<file path="config.mk">
export PLATFORM = sky130hd
export DESIGN_NAME = m1_input_conditioner
export DESIGN_NICKNAME = d
export VERILOG_FILES = /design/src/rtl/m1_input_conditioner.sv
export SDC_FILE = /design/constraint.sdc
export NUM_CORES = 1
export LEC_CHECK = 0
export CORE_AREA = 3 3 67 101
export CTS_CLUSTER_DIAMETER = 200
export DETAILED_ROUTE_END_ITERATION = 10
export DIE_AREA = 0 0 70 104
export GPL_TIMING_DRIVEN = 0
export PLACE_DENSITY = 0.87
export SKIP_CTS_REPAIR_TIMING = 1
export SLEW_MARGIN = 20
export SYNTH_ARGS = -nofsm -noshare
export SYNTH_HDL_FRONTEND = slang
export SYNTH_SLANG_ARGS = --single-unit
</file>
<file path="constraint.sdc">
create_clock -name clk -period 4.1 [get_ports clk]
set_input_delay 0.82 -clock clk [delete_from_list [all_inputs] [get_ports clk]]
set_output_delay 0.82 -clock clk [all_outputs]
set_load 0.01 [all_outputs]
</file>
<file path="src/rtl/m1_input_conditioner.sv">
// Button front end for the M1 controller: per-channel 2-FF sync, debounce FSM and press-pulse logic.
// Optional macro M1_COND_REPEAT_EN adds auto-repeat of iM while the money button stays held.
module m1_input_conditioner #(
    parameter int DB_CYCLES     = 1_000_000,
    parameter int REPEAT_CYCLES = 50_000_000
) (
    input  logic clk,
    input  logic R_n,
    input  logic btn_t,
    input  logic btn_m,
    input  logic btn_r,
    output logic iT,
    output logic iM,
    output logic R
);

    // state      | meaning
    // S_IDLE     | debounced low, input agrees
    // S_WAIT_HI  | input high, counting toward acceptance of a press
    // S_PRESSED  | debounced high, input agrees
    // S_WAIT_LO  | input low, counting toward acceptance of a release
    typedef enum logic [1:0] {S_IDLE, S_WAIT_HI, S_PRESSED, S_WAIT_LO} db_state_t;

    localparam int CNT_W = $clog2(DB_CYCLES + 1);
    localparam logic [CNT_W-1:0] DB_MAX = CNT_W'(DB_CYCLES);
    localparam int CH_T = 0;
    localparam int CH_M = 1;
    localparam int CH_R = 2;

    if (DB_CYCLES < 2) begin : g_bad_db
        $error("m1_input_conditioner: DB_CYCLES must be at least 2");
    end
    if (REPEAT_CYCLES < 2) begin : g_bad_rpt
        $error("m1_input_conditioner: REPEAT_CYCLES must be at least 2");
    end

    logic [2:0]       sync1;
    logic [2:0]       sync2;
    db_state_t        state_q [3];
    db_state_t        state_d [3];
    logic [CNT_W-1:0] cnt_q [3];
    logic [CNT_W-1:0] cnt_d [3];
    logic [2:0]       deb;
    logic [2:0]       deb_d;
    logic [2:0]       rise;
    logic             rep_fire;

    always_ff @(posedge clk or negedge R_n) begin
        if (!R_n) begin
            sync1 <= '0;
            sync2 <= '0;
        end else begin
            sync1 <= {btn_r, btn_m, btn_t};
            sync2 <= sync1;
        end
    end

    always_ff @(posedge clk or negedge R_n) begin
        if (!R_n) begin
            for (int i = 0; i < 3; i++) begin
                state_q[i] <= S_IDLE;
                cnt_q[i]   <= '0;
            end
        end else begin
            for (int i = 0; i < 3; i++) begin
                state_q[i] <= state_d[i];
                cnt_q[i]   <= cnt_d[i];
            end
        end
    end

    always_comb begin
        deb = '0;
        for (int i = 0; i < 3; i++) begin
            state_d[i] = state_q[i];
            cnt_d[i]   = cnt_q[i];
            deb[i]     = (state_q[i] == S_PRESSED) || (state_q[i] == S_WAIT_LO);
            case (state_q[i])
                S_IDLE: begin
                    if (sync2[i]) begin
                        state_d[i] = S_WAIT_HI;
                        cnt_d[i]   = CNT_W'(1);
                    end
                end
                S_WAIT_HI: begin
                    if (!sync2[i]) begin
                        state_d[i] = S_IDLE;
                        cnt_d[i]   = '0;
                    end else if (cnt_q[i] >= DB_MAX) begin
                        state_d[i] = S_PRESSED;
                        cnt_d[i]   = '0;
                    end else begin
                        cnt_d[i] = cnt_q[i] + CNT_W'(1);
                    end
                end
                S_PRESSED: begin
                    if (!sync2[i]) begin
                        state_d[i] = S_WAIT_LO;
                        cnt_d[i]   = CNT_W'(1);
                    end
                end
                S_WAIT_LO: begin
                    if (sync2[i]) begin
                        state_d[i] = S_PRESSED;
                        cnt_d[i]   = '0;
                    end else if (cnt_q[i] >= DB_MAX) begin
                        state_d[i] = S_IDLE;
                        cnt_d[i]   = '0;
                    end else begin
                        cnt_d[i] = cnt_q[i] + CNT_W'(1);
                    end
                end
                default: begin
                    state_d[i] = S_IDLE;
                    cnt_d[i]   = '0;
                end
            endcase
        end
    end

    assign rise = deb & ~deb_d;

`ifdef M1_COND_REPEAT_EN
    localparam int RPT_W = $clog2(REPEAT_CYCLES + 1);
    localparam logic [RPT_W-1:0] RPT_MAX = RPT_W'(REPEAT_CYCLES);

    logic             pressed_m;
    logic [RPT_W-1:0] rpt_cnt;

    assign pressed_m = (state_q[CH_M] == S_PRESSED);
    assign rep_fire  = pressed_m && (rpt_cnt == RPT_MAX);

    // Counter restarts at 1 on every emitted iM so repeats are spaced from the last pulse.
    always_ff @(posedge clk or negedge R_n) begin
        if (!R_n) begin
            rpt_cnt <= '0;
        end else if (!pressed_m || deb[CH_R]) begin
            rpt_cnt <= '0;
        end else if (rise[CH_M] || rep_fire) begin
            rpt_cnt <= RPT_W'(1);
        end else begin
            rpt_cnt <= rpt_cnt + RPT_W'(1);
        end
    end
`else
    assign rep_fire = 1'b0;
`endif

    // Gating with the pre-register R level keeps iT/iM low in every cycle where R is high.
    always_ff @(posedge clk or negedge R_n) begin
        if (!R_n) begin
            deb_d <= '0;
            iT    <= 1'b0;
            iM    <= 1'b0;
            R     <= 1'b0;
        end else begin
            deb_d <= deb;
            iT    <= rise[CH_T] & ~deb[CH_R];
            iM    <= (rise[CH_M] | rep_fire) & ~deb[CH_R];
            R     <= deb[CH_R];
        end
    end

endmodule

</file>
# Word-level counts from Yosys, hierarchy flattened
# Cells that the tools add are included.
# classes
bitwise,5
n_addsub,3
shift,0
multipliers,0
reduce_logical,12
n_lt_le_gt_ge,3
mux,39
eq_ne,21
div,0
# ops
cell,count
$mux W20,15
$pmux W20 S4,3
$add A20 B1 Y20 const B,3
$ge A20 B20 Y1 const B,3
$mux W2,18
$pmux W2 S4,3
$eq A2 B2 Y1 const B,6
$ne A2 B2 Y1 const B,6
$reduce_and A4 Y1,3
$ne A3 B2 Y1 const B,3
$ne A3 B3 Y1 const B,3
$eq A2 B1 Y1 const B,3
$logic_not A2 Y1,3
$reduce_and A2 Y1,3
$logic_or A1 B1 Y1,3
$and A1 B1 Y1,2
$and A2 B2 Y2,1
$not A2 Y2,1
$not A1 Y1,1
# totals
ram_bits,0
input_bits,5
latch_bits,0
out_inout_bits,3
word_cells,95
rom_bits,0
ff_bits,77
mem_count,0

# Logic depth before layout (Yosys ltp)
# Gate-level depths: netlist of run 1.
# depth
word_depth,4
ltp_mapped,8
ltp_nobuf,6

# Least setup slack after synthesis of run 1
# OpenSTA, ideal clock, no wires.
# synth_timing
kind,register -> register
startpoint,register cnt_q[35] (netlist name)
endpoint,register cnt_q[38] (netlist name)
path_buffers,0
arrival_time_ps,1711
required_ps,4031
synth_period_minus_slack_ps,1780
setup_ps,69
slack_ps,2320
path_stages_with_launch,6
path_cell_list,dfrtp_1 nor4_2 a311oi_2 or2_4 or4_1 nand3_1
# synth_via
elab_chain_len,4
word_cells_on_any_way,6
classes_between,1 x add/sub; 1 x order compare; 4 x mux
# synth_lines
element,line,rtl
from (decl),41,logic [CNT_W-1:0] cnt_q [3];
"from (signal, indexed assignment)",67,cnt_q[i] <= cnt_d[i];
$add A20 B1 Y20 / $ge A20 B20 Y1 (equally long branches),n/a,
$mux W20 *,"89, 106",
"$mux W20, on equally long branches","103, 86",
$pmux W20 S4 *,78,case (state_q[i])
# Every way passes the cells marked *; elsewhere a longest branch is shown, timed or not.
# A chain may end at the register's enable or synchronous reset.

# Worst setup path after layout of run 1
# layout_timing
startpoint,register iT
endpoint,output iT
# layout_rtl
element,line,rtl
from (decl),12,"output logic iT,"
from (signal assigned),158,iT <= rise[CH_T] & ~deb[CH_R];
# No word-level cell between the ends.

==> impl_metrics.json, run 1 <==
{
  "firstDrtPassIters": 6,
  "track_usage": 0.255,
  "area_growth_pct": 11.0,
  "synth_edf_count": 0,
  "post-synth-top-area-fraction": 0.486,
  "yosys_warnings": 0,
  "clock.fmax_ghz": 0.490,
  "synth_area_leaders": "dfrtp_1 (49%), o21ai_0 (5.0%), a21oi_1 (3.9%)",
  "tightestPinTransition_ns": 0.722,
  "drv_cap": 0,
  "final-max-slew-violation-count": 0,
  "die_width_um": 70,
  "crit_path_max_fanout": 1,
  "cts_buffers": 9,
  "hold_slack_ns": 0.332,
  "crit_arrival_ns": 1.22,
  "synth_most_common_cell": "dfrtp_1",
  "p_sw_frac": 0.288,
  "htreeDepth": 3,
  "cpPeakStageDelay_ns": 0.54,
  "tns_ns": 0,
  "cts_tree": "yes",
  "drtAntennaViolNets": 0,
  "grt_max_degree": 60,
  "hp-class": "in2async",
  "p_seq_frac": 0.449,
  "p_per_area_mw_per_mm2": 428,
  "start_util": 0.656,
  "critPathCaptureType": "primary output",
  "post_synth_and_or_nand_nor_area_fraction": 0.233,
  "async_reset_ff_frac": 1.00,
  "synth-seq-cells": 77,
  "final_util": 0.728,
  "avgSynthCellArea_um2": 9.35,
  "yosysUniqueCellTypes": 53,
  "layoutNonFillerInstCount": 522,
  "start_kind": "flop",
  "final_nets": 454,
  "p_int_mw": 1.34,
  "p_leak_nw": 1.80,
  "final.period_utilization": 0.498,
  "combPwrFrac": 0.177,
  "worstPathRequired_ns": 3.28,
  "synth_compound_area_frac": 0.174,
  "setup_viol_count_final": 0,
  "crit_slowest_cell": "clkdlybuf4s50_1",
  "synth_xor_area_frac": 0.0177,
  "synth.net_count": 435,
  "dr.first_iter.drc_count": 338,
  "vias": 3394,
  "grt_pass1_wl_um": 15200,
  "totalWireLength_um": 8500,
  "antenna_found_initial": 0,
  "post-dp-hpwl_um": 5730,
  "gp_congestion": 0.914,
  "muxShareOfSynthArea": 0.0287,
  "port_buffers": 7,
  "p_sw_mw": 0.542,
  "relSlewSlack": 0.517,
  "path_class": "reg2out",
  "place_inst": 506,
  "path_cells": "clkdlybuf4s50_1",
  "cts.path.max_buffers": 2,
  "top_level_ports": 8,
  "wl_per_cell_um": 16.3,
  "crit_buf_inv": 1,
  "core_area_mm2": 0.00604,
  "drc": 0,
  "ir_drop_uv": 320,
  "cts.clk_slew.worst_paths_ns": 0.08,
  "via_per_inst": 6.50,
  "seq_area_frac_synth": 0.486,
  "fillers": 442,
  "grt_setup_unrepaired": "no",
  "root_buffer": "clkbuf_8",
  "synthesis.area_mm2": 0.00397,
  "yosysTopAreaCell": "dfrtp_1",
  "clock-sinks": 77,
  "min_period_ns": 2.04,
  "synth_cells": 424,
  "die_h_um": 104,
  "dieArea_mm2": 0.00728,
  "power_mw": 1.88,
  "synthAdderAreaFrac": 0.0189,
  "grt_pass1_vias": 3371,
  "fin_skew_ns": 0.00923,
  "synth_top_family_by_area": "simple AND/OR/NAND/NOR gates",
  "crit_family": "buffers and inverters",
  "ys_top_cells_by_count": "dfrtp_1 (77), o21ai_0 (40), nand2_1 (38)",
  "drive_above_1_share": 0.0960,
  "hold_viol": 0,
  "clk_latency_ns": 0.35,
  "num_rows": 35,
  "reg2regPathDepth": 5,
  "status": "completed",
  "antenna_cells": 0,
  "cp.depth": 1,
  "clkPwrFrac": 0.375,
  "ys.flop_type": "dfrtp_1",
  "grt.overflow.total": 0
}
[layer usage]
layer	track usage	up-vias	routed length, um	part of all wire
met1	0.302	1632	3290	0.39
met4	0.125	0	217	0.026
li1	-	1596	-	-
met3	0.0426	29	424	0.050
met2	0.443	137	4570	0.54
met5	0	-	0	0
[flip-flops by register name, indices dropped and copies added, names as in the netlist, named ones only]
register,cells
iM,1
iT,1
deb_d,2
cnt_q,60
state_q,3
sync1,3
sync2,3
R,1
[layout by cell type, fill, tap and decap left out, types with 3 or more instances in the layout]
master / count
nor2_2: 3
clkdlybuf4s50_1: 6
nand2_1: 38
dfrtp_1: 77
nand3_1: 31
clkbuf_1: 7
nor3_1: 10
a311oi_1: 3
bufinv_16: 3
o31ai_1: 3
nor4_2: 3
inv_1: 21
a31oi_1: 4
o311ai_1: 3
nor2_1: 17
mux2_2: 3
ha_1: 6
nor3b_1: 5
a211oi_1: 3
and3_1: 5
o21a_1: 4
nor4_1: 7
a21o_1: 4
a21oi_1: 31
nand4_1: 18
and2_1: 5
buf_2: 6
xor2_1: 7
mux2i_1: 8
o21ai_1: 6
or3_1: 14
o21ai_0: 40
clkbuf_8: 10
[through the flow]
| step | setup WS, ns | area, um^2 |
|---|---|---|
| final | 2.06 | 4400 |
| after detailed placement | 2.10 | 4150 |
| after global routing | 1.86 | 4400 |
| after CTS | 2.03 | 4400 |
| after global placement | -0.368 | 4130 |
| after floorplan | 2.32 | 3970 |
[worst paths after layout]
kind                                         start                     to  slack [ns]
worst min-delay path                           R_n  cnt_q[11]$_DFFE_PN0P_        0.33
max in group asynchronous                      R_n  cnt_q[22]$_DFFE_PN0P_        3.19
worst max-delay path                  iT$_DFF_PN0_                     iT        2.06
worst max register to register                flop  cnt_q[45]$_DFFE_PN0P_        2.07
min in group clk                sync1[1]$_DFF_PN0_     sync2[1]$_DFF_PN0_        0.35
worst min register to register  sync1[1]$_DFF_PN0_     sync2[1]$_DFF_PN0_        0.35
[layout make-up]
type	instances	area, um^2	share of cell area
inverter	21	78.8	0.0179
multi-input combinational	310	1880	0.426
buffer	16	83.8	0.0190
tap	74	92.6	0.0210
clock inverter	6	110	0.0250
clock buffer	10	138	0.0313
sequential	77	1930	0.438
timing repair buffer	8	95.1	0.0216
[power by group through the flow]
stage	sequential (mW)	combinational (mW)	clock (mW)
CTS	0.843	0.333	0.715
global route	0.851	0.379	0.748
finish	0.844	0.333	0.705
floorplan	0.850	0.226	0
detailed placement	0.858	0.328	0
global placement	0.854	0.311	0
[cells by family after synthesis]
family,Yosys count
multiplexers,11
buffers and inverters,37
adder cells (fa/ha/maj),6
flip-flops,77
AO/OA/AOI/OAI,114
AND/OR/NAND/NOR,171
XOR/XNOR,8
Note: power is estimated with default switching activity, not from simulation.
==> run 2: changes to the inputs <==
--- a/config.mk
+++ b/config.mk
@@ -5,12 +5,12 @@
 export SDC_FILE = /design/constraint.sdc
 export NUM_CORES = 1
 export LEC_CHECK = 0
-export CORE_AREA = 3 3 67 101
+export CORE_AREA = 3 3 73 110
 export CTS_CLUSTER_DIAMETER = 200
 export DETAILED_ROUTE_END_ITERATION = 10
-export DIE_AREA = 0 0 70 104
+export DIE_AREA = 0 0 76 113
 export GPL_TIMING_DRIVEN = 0
-export PLACE_DENSITY = 0.87
+export PLACE_DENSITY = 0.78
 export SKIP_CTS_REPAIR_TIMING = 1
 export SLEW_MARGIN = 20
 export SYNTH_ARGS = -nofsm -noshare
==> constraint.sdc (replaced) <==
create_clock -name clk -period 1.7 [get_ports clk]
set_input_delay 0.34 -clock clk [delete_from_list [all_inputs] [get_ports clk]]
set_output_delay 0.34 -clock clk [all_outputs]
set_load 0.01 [all_outputs]
==> run 2 against run 1 <==
Effect of this change: the run now ends with negative setup slack left; global-route usage fell by 5.0 points; clock skew is 0.00060 ns higher; die area rose by 18%; core utilization is 4.7 points higher; setup slack got worse by 2.3 ns; clock-buffer cell count unchanged; largest power group unchanged; first-iteration DRC count is 9.8% lower; critical path type is now reg2reg; non-clock buffer count is 46 higher.
==> impl_metrics.json, run 2 (synthesis gave the netlist of run 1 again) <==
{
  "status": "finished with violations",
  "violations": "negative setup slack",
  "via_per_inst": 6.32,
  "firstDrtPassIters": 6,
  "layoutNonFillerInstCount": 594,
  "final.period_utilization": 1.12,
  "num_rows": 38,
  "drv_cap": 0,
  "clock-sinks": 77,
  "cts_buffers": 9,
  "root_buffer": "clkbuf_8",
  "grt_pass1_vias": 3273,
  "critPathCaptureType": "flop",
  "gp_congestion": 0.852,
  "grt_pass1_wl_um": 14600,
  "crit_buf_inv": 0,
  "totalWireLength_um": 11300,
  "final_common_cell": "dfrtp_1",
  "relSlewSlack": 0.586,
  "die_h_um": 113,
  "worstPathRequired_ns": 1.99,
  "reg2regPathDepth": 5,
  "drtAntennaViolNets": 0,
  "hp-class": "reg2reg",
  "tightestPinTransition_ns": 0.616,
  "port_buffers": 7,
  "dr.first_iter.drc_count": 305,
  "area_growth_pct": 40.3,
  "crit_path_max_fanout": 5,
  "place_inst": 532,
  "htreeDepth": 3,
  "start_util": 0.552,
  "hold_slack_ns": 0.355,
  "hold_viol": 0,
  "antenna_found_initial": 0,
  "largest_reg_flops": 60,
  "r2r_start": "cnt_q[35]$_DFFE_PN0P_",
  "top_register": "cnt_q",
  "p_per_area_mw_per_mm2": 932,
  "antenna_cells": 0,
  "cts_tree": "yes",
  "grt_setup_unrepaired": "yes",
  "vias": 3753,
  "core_area_mm2": 0.00718,
  "cpPeakStageDelay_ns": 0.48,
  "grt_max_degree": 56,
  "ir_drop_uv": 1070,
  "final_util": 0.775,
  "post-dp-hpwl_um": 5750,
  "setup_viol_count_final": 53,
  "final_nets": 500,
  "track_usage": 0.206,
  "dieArea_mm2": 0.00859,
  "die_width_um": 76,
  "finalWorstSetupSlack_ns": -0.205,
  "reg2reg_slack_ns": -0.21,
  "drc": 0,
  "holdPathEnd": "sync2[0]$_DFF_PN0_",
  "crit_arrival_ns": 2.19,
  "wl_per_cell_um": 19.0,
  "crit_start": "cnt_q[35]$_DFFE_PN0P_",
  "min_period_ns": 1.91,
  "tns_ns": -5.49,
  "clock.fmax_ghz": 0.525,
  "worstHoldStart": "sync1[0]$_DFF_PN0_",
  "cts.path.max_buffers": 2,
  "drive_above_1_share": 0.387,
  "clk_latency_ns": 0.35,
  "cts.clk_slew.worst_paths_ns": 0.08,
  "grt.overflow.total": 0,
  "final-max-slew-violation-count": 0,
  "p_leak_nw": 2.23,
  "path_class": "reg2reg",
  "crit_family": "simple AND/OR/NAND/NOR gates",
  "fin_skew_ns": 0.00983,
  "top_level_ports": 8,
  "crit_slowest_cell": "or4_1",
  "path_cells": "nor4_4 > a311oi_4 > or2_4 > or4_1 > nand3_1",
  "power_mw": 5.18,
  "reg2reg_to": "cnt_q[38]$_DFFE_PN0P_",
  "mostFrequentLayoutCells": "dfrtp_1 (51), nand2_1 (33), buf_4 (28)",
  "start_kind": "flop",
  "worstHoldPathCells": 0
}
==> run 2: worst max-delay path by stage <==
stage,cells after the start,endpoint
detailed placement,6,cnt_q[33]$_DFFE_PN0P_
global route,5,cnt_q[38]$_DFFE_PN0P_
floorplan,5,cnt_q[38]$_DFFE_PN0P_
finish,5,cnt_q[38]$_DFFE_PN0P_
global placement,1,cnt_q[23]$_DFFE_PN0P_
CTS,6,cnt_q[33]$_DFFE_PN0P_
==> run 2: area by class of cell <==
type / count / area (um^2)
multi-input combinational: 310 / 2440
timing repair buffer: 54 / 556
fill: 422 / 1620
clock inverter: 6 / 111
buffer: 16 / 161
tap: 100 / 125
inverter: 21 / 78.8
clock buffer: 10 / 128
sequential: 77 / 1960
==> run 2: metal layers <==
metal  global-route usage  routed length [um]
met1                0.249                4390
met3               0.0326                 502
met2                0.368                6080
met4               0.0810                 292
met5                    0                   0
==> run 2: metrics by stage <==
step,cell area [um^2],worst slack [ns]
after floorplan,4010,-0.0662
after global placement,4210,-2.38
after detailed placement,4230,-0.330
after CTS,4470,-0.346
after global routing,5560,-0.302
final,5560,-0.205
==> run 2: report_power, final <==
group	switching (mW)	internal, mW
logic	0.754	0.655
clock network	0.706	0.976
registers	0.155	1.94
total	1.61	3.57
==> run 3: changes to the inputs <==
--- a/config.mk
+++ b/config.mk
@@ -12,6 +12,7 @@
 export GPL_TIMING_DRIVEN = 0
 export PLACE_DENSITY = 0.78
 export SKIP_CTS_REPAIR_TIMING = 1
+export SKIP_LAST_GASP = 1
 export SLEW_MARGIN = 20
 export SYNTH_ARGS = -nofsm -noshare
 export SYNTH_HDL_FRONTEND = slang
==> run 3 against run 2 <==
Effect of this change: the flow still finishes with violations (negative setup slack); sequential share of layout area is 0.10 points higher; sequential cell count unchanged; combinational power about the same; critical endpoint is now cnt_q[29]$_DFFE_PN0P_; highest routed layer unchanged.
==> impl_metrics.json, run 3 (synthesis gave the netlist of run 1 again) <==
{
  "clock.fmax_ghz": 0.502,
  "grt_max_degree": 56,
  "tightestPinTransition_ns": 0.621,
  "p_sw_mw": 1.66,
  "crit_start": "cnt_q[35]$_DFFE_PN0P_",
  "reg2reg_to": "cnt_q[29]$_DFFE_PN0P_",
  "final.period_utilization": 1.17,
  "cts_buffers": 9,
  "final_util": 0.773,
  "wl_per_cell_um": 19.9,
  "ir_drop_uv": 877,
  "r2r_start": "cnt_q[35]$_DFFE_PN0P_",
  "combPwrFrac": 0.273,
  "power_mw": 5.22,
  "track_usage": 0.206,
  "worstSetupEndpoint": "cnt_q[29]$_DFFE_PN0P_",
  "violations": "negative setup slack",
  "htreeDepth": 3,
  "p_int_mw": 3.56,
  "grt_setup_unrepaired": "yes",
  "min_period_ns": 1.99,
  "p_leak_nw": 2.23,
  "hp-class": "reg2reg",
  "clk_latency_ns": 0.35,
  "start_util": 0.552,
  "drc": 0,
  "cts_tree": "yes",
  "critPathCaptureType": "flop",
  "p_per_area_mw_per_mm2": 941,
  "p_seq_frac": 0.402,
  "place_ws_ns": -0.330,
  "clock-sinks": 77,
  "drtAntennaViolNets": 0,
  "grt_pass1_wl_um": 14600,
  "firstDrtPassIters": 5,
  "place_inst": 532,
  "finalWorstSetupSlack_ns": -0.292,
  "root_buffer": "clkbuf_8",
  "fin_area_mm2": 0.00555,
  "start_kind": "flop",
  "p_sw_frac": 0.317,
  "crit_arrival_ns": 2.25,
  "antenna_found_initial": 0,
  "cts.clk_slew.worst_paths_ns": 0.08,
  "top_level_ports": 8,
  "post-dp-hpwl_um": 5750,
  "largest_reg_flops": 60,
  "top_register": "cnt_q",
  "hold_viol": 0,
  "status": "finished with violations",
  "die_h_um": 113,
  "num_rows": 38,
  "area_growth_pct": 39.9,
  "core_area_mm2": 0.00718,
  "drv_cap": 0,
  "via_per_inst": 6.56,
  "reg2regPathDepth": 8,
  "grt_pass1_vias": 3273,
  "grt.overflow.total": 0,
  "dr.first_iter.drc_count": 335,
  "final-max-slew-violation-count": 0,
  "antenna_cells": 0,
  "dieArea_mm2": 0.00859,
  "clkPwrFrac": 0.325,
  "gp_congestion": 0.852,
  "path_class": "reg2reg",
  "reg2reg_slack_ns": -0.29,
  "fin_skew_ns": 0.00842,
  "vias": 3897,
  "port_buffers": 7,
  "final_common_cell": "dfrtp_1",
  "worstPathRequired_ns": 1.96,
  "fillers": 428,
  "relSlewSlack": 0.582,
  "met1_usage": 0.249,
  "placed_area_mm2": 0.00423,
  "setup_viol_count_final": 54,
  "grt_busiest_layer": "met2",
  "cts.path.max_buffers": 2,
  "totalWireLength_um": 11800,
  "layoutNonFillerInstCount": 594,
  "mostFrequentLayoutCells": "dfrtp_1 (51), nand2_1 (33), buf_4 (29)",
  "crit_path_max_fanout": 8,
  "drive_above_1_share": 0.381,
  "die_width_um": 76,
  "final_nets": 500,
  "grtUsageMet2": 0.368,
  "use_met3": 0.0326
}
## run 3: cell types whose count changed in the layout (fill, tap and decap cells not counted)
cell,change
buf_4,+1
buf_6,-1
nand3_1,+1
nand3_2,-1
nor2_1,+1
nor2_2,-1
o21ai_0,+3
o21ai_1,-3
or3_1,+1
or3_4,-1
## run 3: worst min path at each step
stage                       start               endpoint  slack, ns  depth (start not counted)
2_1_floorplan                 R_n            R$_DFF_PN0_       0.04                          0
3_3_place_gp   sync1[0]$_DFF_PN0_     sync2[0]$_DFF_PN0_       0.34                          0
3_5_place_dp                  R_n  cnt_q[52]$_DFFE_PN0P_       0.26                          1
4_1_cts                       R_n  cnt_q[16]$_DFFE_PN0P_      -0.12                          1
5_1_grt        sync1[0]$_DFF_PN0_     sync2[0]$_DFF_PN0_       0.36                          0
6_report       sync1[0]$_DFF_PN0_     sync2[0]$_DFF_PN0_       0.36                          0
## run 3: final cells by class
type / instances / area [um^2] / share of cell area
multi-input combinational: 310 / 2430 / 0.438
sequential: 77 / 1960 / 0.353
timing repair buffer: 54 / 552 / 0.0995
buffer: 16 / 161 / 0.0291
clock buffer: 10 / 128 / 0.0230
tap: 100 / 125 / 0.0226
clock inverter: 6 / 111 / 0.0201
inverter: 21 / 78.8 / 0.0142
## run 3: power by group through the flow
stage	clock network, mW	registers (mW)	logic, mW
after floorplan	0	2.05	0.581
after global placement	0	2.07	0.792
after detailed placement	0	2.07	0.827
after CTS	1.69	2.04	0.831
after global routing	1.79	2.11	1.51
final	1.70	2.10	1.43
## run 3: critical path, stage by stage (launching register included)
cell	delay, ns
dfrtp_2	0.46
nor4_4	0.32
a311oi_4	0.18
buf_12	0.17
nor2_4	0.25
buf_6	0.15
buf_6	0.11
nand3_1	0.08
mux2i_1	0.18
## run 3: stage by stage
stage	setup TNS, ns	hold WS, ns
global route	-10.62	0.362
CTS	-12.05	-0.118
finish	-6.23	0.355
global placement	-191.68	0.335
floorplan	-0.178	0.0444
detailed placement	-11.42	0.262
## run 3: per-layer routing
metal / part of all wire / routed length, um / vias to the layer above
met4: 0.046 / 544 / 0
met3: 0.055 / 654 / 64
met1: 0.37 / 4370 / 1941
met5: 0 / 0 / -
li1: - / - / 1689
met2: 0.53 / 6240 / 203
